**config.mk**
```make
export PLATFORM = sky130hd
export DESIGN_NAME = sync_fifo
export DESIGN_NICKNAME = d
export VERILOG_FILES = /design/src/rtl/sync_fifo.sv
export SDC_FILE = /design/constraint.sdc
export NUM_CORES = 1
export LEC_CHECK = 0
export ABC_AREA = 1
export BUFFER_PORTS_ARGS = -buffer_cell sky130_fd_sc_hd__buf_4
export CAP_MARGIN = 20
export CORE_ASPECT_RATIO = 1.2
export CORE_MARGIN = 3
export CORE_UTILIZATION = 60
export CTS_CLUSTER_DIAMETER = 200
export DETAILED_ROUTE_END_ITERATION = 10
export GPL_TIMING_DRIVEN = 0
export PLACE_DENSITY = 0.81
export SLEW_MARGIN = 10
export SYNTH_ARGS = -nofsm -noshare
export SYNTH_HDL_FRONTEND = slang
export SYNTH_SLANG_ARGS = --single-unit
export TNS_END_PERCENT = 30
```
**constraint.sdc**
```tcl
create_clock -name clk -period 4.35 [get_ports clk]
set_input_delay 0.87 -clock clk [delete_from_list [all_inputs] [get_ports clk]]
set_output_delay 0.87 -clock clk [all_outputs]
set_load 0.02 [all_outputs]
```
**src/rtl/sync_fifo.sv**
```systemverilog
// Single-clock FIFO with a built-in fixed-rate drain: one word is popped every
// READ_DIV cycles while data is held, presented on a registered data_out.
module sync_fifo #(
  parameter int SIZE     = 8,
  parameter int DEPTH    = 4,
  parameter int READ_DIV = 5
) (
  input  logic            clk,
  input  logic            rst,
  input  logic [SIZE-1:0] data_in,
  input  logic            valid_write,
  output logic [SIZE-1:0] data_out,
  output logic            f_flag,
  output logic            e_flag,
  output logic            almost_full_flag
);

  localparam int PTR_W = (DEPTH > 1) ? $clog2(DEPTH) : 1;
  localparam int CNT_W = $clog2(DEPTH + 1);
  localparam int DIV_W = (READ_DIV > 1) ? $clog2(READ_DIV) : 1;

  localparam logic [PTR_W-1:0] PTR_LAST  = PTR_W'(DEPTH - 1);
  localparam logic [CNT_W-1:0] CNT_FULL  = CNT_W'(DEPTH);
  localparam logic [CNT_W-1:0] CNT_AFULL = CNT_W'(DEPTH - 1);
  localparam logic [DIV_W-1:0] DIV_LAST  = DIV_W'(READ_DIV - 1);

  // Pointers wrap at DEPTH, which need not be a power of two.
  function automatic logic [PTR_W-1:0] ptr_next(input logic [PTR_W-1:0] p);
    return (p == PTR_LAST) ? '0 : p + 1'b1;
  endfunction

  logic [SIZE-1:0]  mem [DEPTH];
  logic [PTR_W-1:0] wp;
  logic [PTR_W-1:0] rp;
  logic [CNT_W-1:0] count;
  logic [DIV_W-1:0] div;

  logic tick;
  logic pop;
  logic push;

  assign tick = (div == DIV_LAST);
  assign pop  = tick && (count != '0);
  // A pop in the same cycle frees the slot, so a full FIFO still accepts.
  assign push = valid_write && ((count != CNT_FULL) || pop);

  always_ff @(posedge clk) begin
    if (push && !rst) begin
      mem[wp] <= data_in;
    end
  end

  always_ff @(posedge clk) begin
    if (rst) begin
      wp       <= '0;
      rp       <= '0;
      count    <= '0;
      div      <= '0;
      data_out <= '0;
    end else begin
      div <= tick ? '0 : div + 1'b1;
      if (pop) begin
        data_out <= mem[rp];
        rp       <= ptr_next(rp);
      end
      if (push) begin
        wp <= ptr_next(wp);
      end
      unique case ({push, pop})
        2'b10:   count <= count + 1'b1;
        2'b01:   count <= count - 1'b1;
        default: count <= count;
      endcase
    end
  end

  assign e_flag           = (count == '0);
  assign f_flag           = (count == CNT_FULL);
  assign almost_full_flag = (count >= CNT_AFULL);

endmodule

```
# Word level (Yosys, flattened, before mapping)
# Memory sizes are Yosys's and may differ from the RTL's. A register that Yosys moved wholly into a read port is not among the register bits.
# Index checks and enable logic that the tools add are counted.
dict set report op_classes {
  eq_ne 7
  magnitude_cmp 1
  n_reduce_logical 9
  n_mux 5
  add_sub_neg 5
}
# operator count
set ops {}
lappend ops {{adder 3 x 1 -> 3 bit, second input constant} 2}
lappend ops {{equality test 2 bit, second input constant} 3}
lappend ops {{equality test 3 bit, second input constant} 2}
lappend ops {{one-hot mux 3 bit (2 select lines)} 1}
lappend ops {{adder 2 x 1 -> 2 bit, second input constant} 2}
lappend ops {{2-to-1 mux 2 bit} 2}
lappend ops {{greater-or-equal comparator 3 x 2 -> 1 bit, second input constant} 1}
lappend ops {{logical AND 1 bit} 3}
lappend ops {{zero test 3 bit} 1}
lappend ops {{!= test 3 bit, second input constant} 1}
lappend ops {{nonzero test 3 bit} 1}
lappend ops {{subtractor 3 x 1 -> 3 bit, second input constant} 1}
lappend ops {{equality test 2 x 1 -> 1 bit, second input constant} 1}
lappend ops {{2-to-1 mux 1 bit} 2}
lappend ops {{nonzero test 2 bit} 1}
lappend ops {{OR reduction 2 bit} 1}
lappend ops {{zero test 1 bit} 1}
lappend ops {{logical OR 1 bit} 1}
dict set report totals {
  register_bits 10
  elab_cells 32
  mem_bits_rw 32
  mem_count 1
}
# memory depth word_bits rd rd_clocked_by_memory_dff wr line
set memory_table {}
lappend memory_table {mem 4 8 1 1 1 32} ;# logic [SIZE-1:0] mem [DEPTH];

# Longest topological paths before layout
# Gate-level depths: netlist of run 1.
dict set report depth {
  depth_word 7
  ltp_mapped 11
}

# Least setup slack after synthesis of run 1
# Ideal clock, no wire load.
dict set report synth_path {
  path_type {input to register}
  start {input port valid_write}
  end {register count[2]}
  n_path_buf 0
  required_time_ps 4235
  cell_stages 7
  arrival_ps 1769
  setup_time_ps 115
  path_slack_ps 2466
  path_cell_list {inv_1 -> nand3_1 -> fa_1 -> inv_1 -> nand4_1 -> a21oi_1 -> nor2_1}
}
dict set report synth_between {
  elab_chain_cells 3
}
# item line
set synth_rtl {}
lappend synth_rtl {{start: declaration} 11} ;# input logic valid_write,
lappend synth_rtl {{logical AND 1 bit (*)} 45} ;# assign push = valid_write && ((count != CNT_FULL) || pop);
lappend synth_rtl {{equality test 2 x 1 -> 1 bit / equality test 2 bit (equally long branches)} 69} ;# unique case ({push, pop})
lappend synth_rtl {{one-hot mux 3 bit (2 select lines) / nonzero test 2 bit (equally long branches)} --}
lappend synth_rtl {{end signal: assignment} 70} ;# 2'b10: count <= count + 1'b1;
lappend synth_rtl {{end signal: assignment} 71} ;# 2'b01: count <= count - 1'b1;
lappend synth_rtl {{end signal: assignment} 72} ;# default: count <= count;
lappend synth_rtl {{end: declaration} 35} ;# logic [CNT_W-1:0] count;
# Every way passes the cells marked *; elsewhere a longest branch is shown, timed or not.
# A chain may end at the register's enable or synchronous reset.

# Final worst setup path of run 1
dict set report layout_path {
  start {register count[0]}
  end {output port almost_full_flag}
}
dict set report layout_between {
  elab_chain_cells 1
}
# item line
set layout_rtl {}
lappend layout_rtl {{greater-or-equal comparator 3 x 2 -> 1 bit} 79} ;# assign almost_full_flag = (count >= CNT_AFULL);
lappend layout_rtl {{end: declaration} 15} ;# output logic almost_full_flag
# No other way between the ends.

==> impl_metrics.env, run 1 <==
export IMPL_outcome="finished clean"
export IMPL_viasPerCell=5.41
export IMPL_diodes=0
export IMPL_cts_buffer_depth=2
export IMPL_final_common_cell="nor2_1"
export IMPL_drtIter0Drc=83
export IMPL_period_share_pct=48.7
export IMPL_final_area_sq_um=2340
export IMPL_cts_sinks=50
export IMPL_min_to="div[0]"
export IMPL_top_layer_used="met4"
export IMPL_reg2reg_from="div[0]"
export IMPL_dp_hpwl_mm=2.71
export IMPL_synth_net_count=220
export IMPL_hold_viol=0
export IMPL_crit_required_ns=3.48
export IMPL_rows=22
export IMPL_cts_tree="done"
export IMPL_final_nets=248
export IMPL_crit_type="flop to output pin"
export IMPL_placed_cell_area_sq_um=2280
export IMPL_startpoint_type="flop"
export IMPL_grt_pass1_vias=1442
export IMPL_port_buffers=21
export IMPL_reg2regPathDepth=6
export IMPL_arrival_ns=1.25
export IMPL_clk_pin_slew_ns=0.14
export IMPL_cts_root_buffer="clkbuf_4"
export IMPL_worstPathMaxFanout=3
export IMPL_drive_gt1_share_pct=17.4
export IMPL_drt_first_pass_iters=4
export IMPL_post_cts_setup_buffers=0
export IMPL_via_count=1439
export IMPL_worstSetupEndpointType="output pin"
export IMPL_cts_made_buffers=5
export IMPL_reg2reg_to="mem[3][4]"
export IMPL_die_w_um=59.8
export IMPL_fillCellCount=235
export IMPL_syn_to_final_growth_pct=12.4
export IMPL_netlist_area_sq_um=2080
export IMPL_holdBufCountCts=0
export IMPL_clock_fmax_mhz=472
export IMPL_hold_path_startpoint="div[0]"
export IMPL_final_cell_mix="53 x nor2_1, 32 x edfxtp_1, 25 x o21ai_0"
export IMPL_power_density_nw_per_um2=353
export IMPL_grt_total_usage_pct=20.8
export IMPL_m1WireLength_mm=1.57
export IMPL_min_path_cells=1
export IMPL_worstHoldPathType="flop to flop"
export IMPL_ff2ff_setup_slack_ns=2.47
export IMPL_synth_cells=201
export IMPL_fin_setup_tns_ns=0
export IMPL_antenna_found_initial=0
export IMPL_min_period_ns=2.12
export IMPL_drv_cap=0
export IMPL_die_y_um=70.5
export IMPL_routed_wl_mm=3.85
export IMPL_final_antenna_net_count=0
export IMPL_fin_worst_skew_ns=0.00788
export IMPL_start_util_pct=65.2
export IMPL_wire_per_inst_um=14.5
export IMPL_clk_latency_ns=0.37
export IMPL_ios=22
export IMPL_grt_pass1_wl_mm=6.44
export IMPL_cts_resized=0
export IMPL_coreArea_sq_um=3190
export IMPL_power_leakage_nw=0.959
export IMPL_routabilityCongestion=0.805
export IMPL_ys_types=22
export IMPL_wl_met2_mm=2.03
export IMPL_avgSynthCellArea_sq_um=10.4
export IMPL_gr_total_overflow=0
export IMPL_final_max_slew_violation_count=0
export IMPL_rsz0062_at_grt="no"
export IMPL_htreeDepth=2
export IMPL_grt_max_degree=16
export IMPL_tightest_slew_ns=0.802
export IMPL_slew_headroom_pct=46.3
export IMPL_dieArea_sq_um=4220
export IMPL_setup_viol=0
export IMPL_synth_seq_cells=50
export IMPL_yosys_warnings=0
export IMPL_vdd_ir_drop_max_v=0.000310
export IMPL_yosysSeqAreaShare_pct=63.5
export IMPL_route_met3_wl_um=192
export IMPL_drc=0
==> worst max path at each step <==
stage / to / cells past startpoint / startpoint
after CTS: almost_full_flag / 3 / count[0]
after global routing: almost_full_flag / 3 / count[0]
after global placement: mem[3][4] / 4 / rst
after floorplan: count[2] / 7 / valid_write
after detailed placement: mem[3][5] / 4 / rst
final: almost_full_flag / 3 / count[0]
==> flip-flops by register name, summed over array words and instances (netlist names) <==
register  flops
count         3
data_out      8
div           3
mem          32
rp            2
wp            2
==> power breakdown <==
| part | leakage [nW] | switching, mW | internal (mW) |
|---|---|---|---|
| Clock | 0.0322 | 0.142 | 0.0637 |
| Sequential | 0.437 | 0.00886 | 0.522 |
| Combinational | 0.489 | 0.0538 | 0.0344 |
==> per-layer routing <==
layer / up-vias / global-route usage [%]
met5: - / 0
met4: 0 / 7.64
met3: 6 / 5.47
met2: 37 / 35.3
met1: 673 / 24.6
li1: 723 / -
==> cell families after synthesis <==
kind of cell	Yosys count	synth area share [%]
fa+ha+maj	8	5.17
simple gates	71	14.1
compound gates	44	10.9
flops	50	63.5
xor+xnor	1	0.421
buf+inv	27	6.01
==> synth_stat cells <==
cell	number	area [sq um]
nand2_1	7	26.3
o21ai_1	13	65.1
xnor2_1	1	8.76
a21boi_0	1	7.51
ha_1	7	87.6
fa_1	1	20.0
nand4_1	2	12.5
buf_2	2	10.0
nand2_2	3	18.8
buf_4	3	22.5
buf_6	1	11.3
a21oi_2	1	8.76
nor2_1	53	199
a21oi_1	4	20.0
edfxtp_1	32	961
o21ai_0	25	125
nand3_1	5	25.0
dfxtp_1	18	360
inv_4	1	6.26
inv_1	19	71.3
nor2_4	1	11.3
buf_1	1	3.75
==> critical path, stage by stage, from the launching register on <==
cell and delay [ns]:
dfxtp_1 0.42, inv_1 0.11, o21ai_0 0.18, buf_4 0.17
==> area by class of cell <==
type                       instances  area (sq um)  area share, %
buffer                             7          47.5           2.03
clock buffer                       6          41.3           1.76
clock inverter                     2          13.8          0.588
inverter                          20          77.6           3.32
multi-input combinational        124           636           27.2
sequential                        50          1320           56.5
tap                               36          45.0           1.93
timing repair buffer              21           158           6.74
==> stage by stage <==
stage / util, % / instances / worst slack (ns) / total power, mW / hold slack [ns]
2_1_floorplan: - / 201 / 2.47 / 0.596 / 0.417
3_3_place_gp: 71.6 / 258 / 1.97 / 0.623 / 0.429
3_5_place_dp: 71.6 / 258 / 1.94 / 0.631 / 0.448
4_1_cts: 73.3 / 266 / 2.21 / 0.827 / 0.466
5_1_grt: 73.3 / 266 / 2.14 / 0.862 / 0.494
6_report: 73.3 / 266 / 2.23 / 0.825 / 0.457
(Power assumes the default switching activity.)
==> inputs of run 2 (changes only) <==
--- a/config.mk
+++ b/config.mk
@@ -10,11 +10,11 @@
 export CAP_MARGIN = 20
 export CORE_ASPECT_RATIO = 1.2
 export CORE_MARGIN = 3
-export CORE_UTILIZATION = 60
+export CORE_UTILIZATION = 57
 export CTS_CLUSTER_DIAMETER = 200
 export DETAILED_ROUTE_END_ITERATION = 10
 export GPL_TIMING_DRIVEN = 0
-export PLACE_DENSITY = 0.81
+export PLACE_DENSITY = 0.78
 export SLEW_MARGIN = 10
 export SYNTH_ARGS = -nofsm -noshare
 export SYNTH_HDL_FRONTEND = slang
==> constraint.sdc (replaced) <==
create_clock -name clk -period 2 [get_ports clk]
set_input_delay 0.4 -clock clk [delete_from_list [all_inputs] [get_ports clk]]
set_output_delay 0.4 -clock clk [all_outputs]
set_load 0.02 [all_outputs]
==> impl_metrics.env, run 2 (synthesis gave the netlist of run 1 again) <==
export IMPL_reg2regPathDepth=6
export IMPL_diodes=0
export IMPL_power_density_nw_per_um2=850
export IMPL_power_frac_clock_pct=33.7
export IMPL_drc=0
export IMPL_startpoint_type="flop"
export IMPL_drive_gt1_share_pct=17.4
export IMPL_viasPerCell=5.43
export IMPL_outcome="finished clean"
export IMPL_final_common_cell="nor2_1"
export IMPL_period_share_pct=96.0
export IMPL_clock_fmax_mhz=521
export IMPL_top_layer_used="met4"
export IMPL_cts_tree="done"
export IMPL_grt_pass1_vias=1458
export IMPL_worstPathMaxFanout=8
export IMPL_grt_max_degree=15
export IMPL_regMostFlops="mem"
export IMPL_final_cells=267
export IMPL_hold_viol=0
export IMPL_worstHoldPathType="primary input to flop"
export IMPL_cts_buffer_depth=2
export IMPL_htreeDepth=2
export IMPL_grt_pass1_wl_mm=6.48
export IMPL_final_nets=248
export IMPL_worst_slack_ns=0.0795
export IMPL_clk_pin_slew_ns=0.09
export IMPL_power_leakage_nw=0.979
export IMPL_fin_worst_skew_ns=0.00501
export IMPL_hold_ws_ns=0.254
export IMPL_routabilityCongestion=0.793
export IMPL_port_buffers=21
export IMPL_antenna_found_initial=0
export IMPL_clk_latency_ns=0.30
export IMPL_comb_power_share_pct=9.6
export IMPL_slew_headroom_pct=46.4
export IMPL_worstSetupEndpointType="flop"
export IMPL_ff_latch_area_sq_um=1320
export IMPL_tightest_slew_ns=0.802
export IMPL_wl_met2_mm=2.05
export IMPL_coreArea_sq_um=3420
export IMPL_min_path_cells=2
export IMPL_gr_total_overflow=0
export IMPL_fillCellCount=242
export IMPL_start_util_pct=60.8
export IMPL_pwr_share_seq_pct=56.7
export IMPL_wire_per_inst_um=14.9
export IMPL_via_count=1451
export IMPL_dp_cells=259
export IMPL_final_antenna_net_count=0
export IMPL_crit_type="flop to flop"
export IMPL_ff2ff_setup_slack_ns=0.08
export IMPL_m1WireLength_mm=1.64
export IMPL_die_y_um=72.2
export IMPL_syn_to_final_growth_pct=15.1
export IMPL_drv_cap=0
export IMPL_dp_hpwl_mm=2.86
export IMPL_power_switching_mw=0.453
export IMPL_min_period_ns=1.92
export IMPL_routed_wl_mm=3.98
export IMPL_vdd_ir_drop_max_v=0.000526
export IMPL_drt_first_pass_iters=4
export IMPL_setup_viol=0
export IMPL_cts_made_buffers=5
export IMPL_cts_sinks=50
export IMPL_ios=22
export IMPL_multi_input_area_sq_um=641
export IMPL_largest_reg_flops=32
export IMPL_final_max_slew_violation_count=0
export IMPL_rows=23
export IMPL_rsz0062_at_grt="yes"
export IMPL_arrival_ns=1.85
export IMPL_internal_power_mw=1.59
export IMPL_reg_largest_list="mem x32, data_out x8"
export IMPL_cts_root_buffer="clkbuf_8"
export IMPL_dieArea_sq_um=4420
export IMPL_place_ws_ns=0.0820
export IMPL_crit_required_ns=1.93
export IMPL_final_cell_mix="53 x nor2_1, 32 x edfxtp_1, 25 x o21ai_0"
export IMPL_die_w_um=61.2
export IMPL_grt_total_usage_pct=20.2
export IMPL_swShare_pct=22.2
export IMPL_route_met3_wl_um=198
export IMPL_drtIter0Drc=111
export IMPL_postLayoutCoreUtil_pct=70.0
[run 2: repair_timing]
item,4_1_cts,5_1_grt
resized for setup,0,1
setup buffers,0,0
hold buffers,0,0
setup endpoints to repair,0,17
endpoints found under the hold margin,0,0
[run 2: per-stage QoR]
stage	TNS (ns)	area (sq um)	total power, mW
6_report	0	2400	2.04
5_1_grt	-0.413	2400	2.12
4_1_cts	0	2390	2.04
3_5_place_dp	0	2290	1.37
3_3_place_gp	0	2290	1.36
2_1_floorplan	0	2080	1.30
[run 2: cell type report]
type	count	area share, %
Tap cell	37	1.93
Clock inverter	1	1.25
Timing Repair Buffer	21	6.58
Buffer	7	1.98
Multi-Input combinational cell	124	26.7
Sequential cell	50	55.1
Clock buffer	7	3.18
Inverter	20	3.24
[run 2: critical path: stages, from the launching register on]
cell,delay [ns]
dfxtp_1,0.41
nor2_4,0.06
nand2_1,0.12
inv_1,0.07
nand2_1,0.09
nand3_1,0.14
nor2_1,0.65
[run 2: layer usage]
metal	vias to the layer above	global-route usage, %
met5	-	0
met3	10	6.41
met4	0	7.23
met1	672	23.2
li1	722	-
met2	47	34.5
[run 2: path summary, 6_finish.rpt]
path,from,to
worst max-delay path,count[0],mem[3][3]
worst min-delay path,rst,count[0]
worst max register to register,count[0],mem[3][3]
worst min register to register,div[0],div[0]
[run 2: power groups by stage]
stage                     clock [mW]  combinational (mW)  sequential (mW)
after CTS                      0.690               0.194             1.16
final                          0.687               0.195             1.16
after global placement             0               0.179             1.18
after floorplan                    0               0.117             1.18
after detailed placement           0               0.193             1.18
after global routing           0.746               0.219             1.16
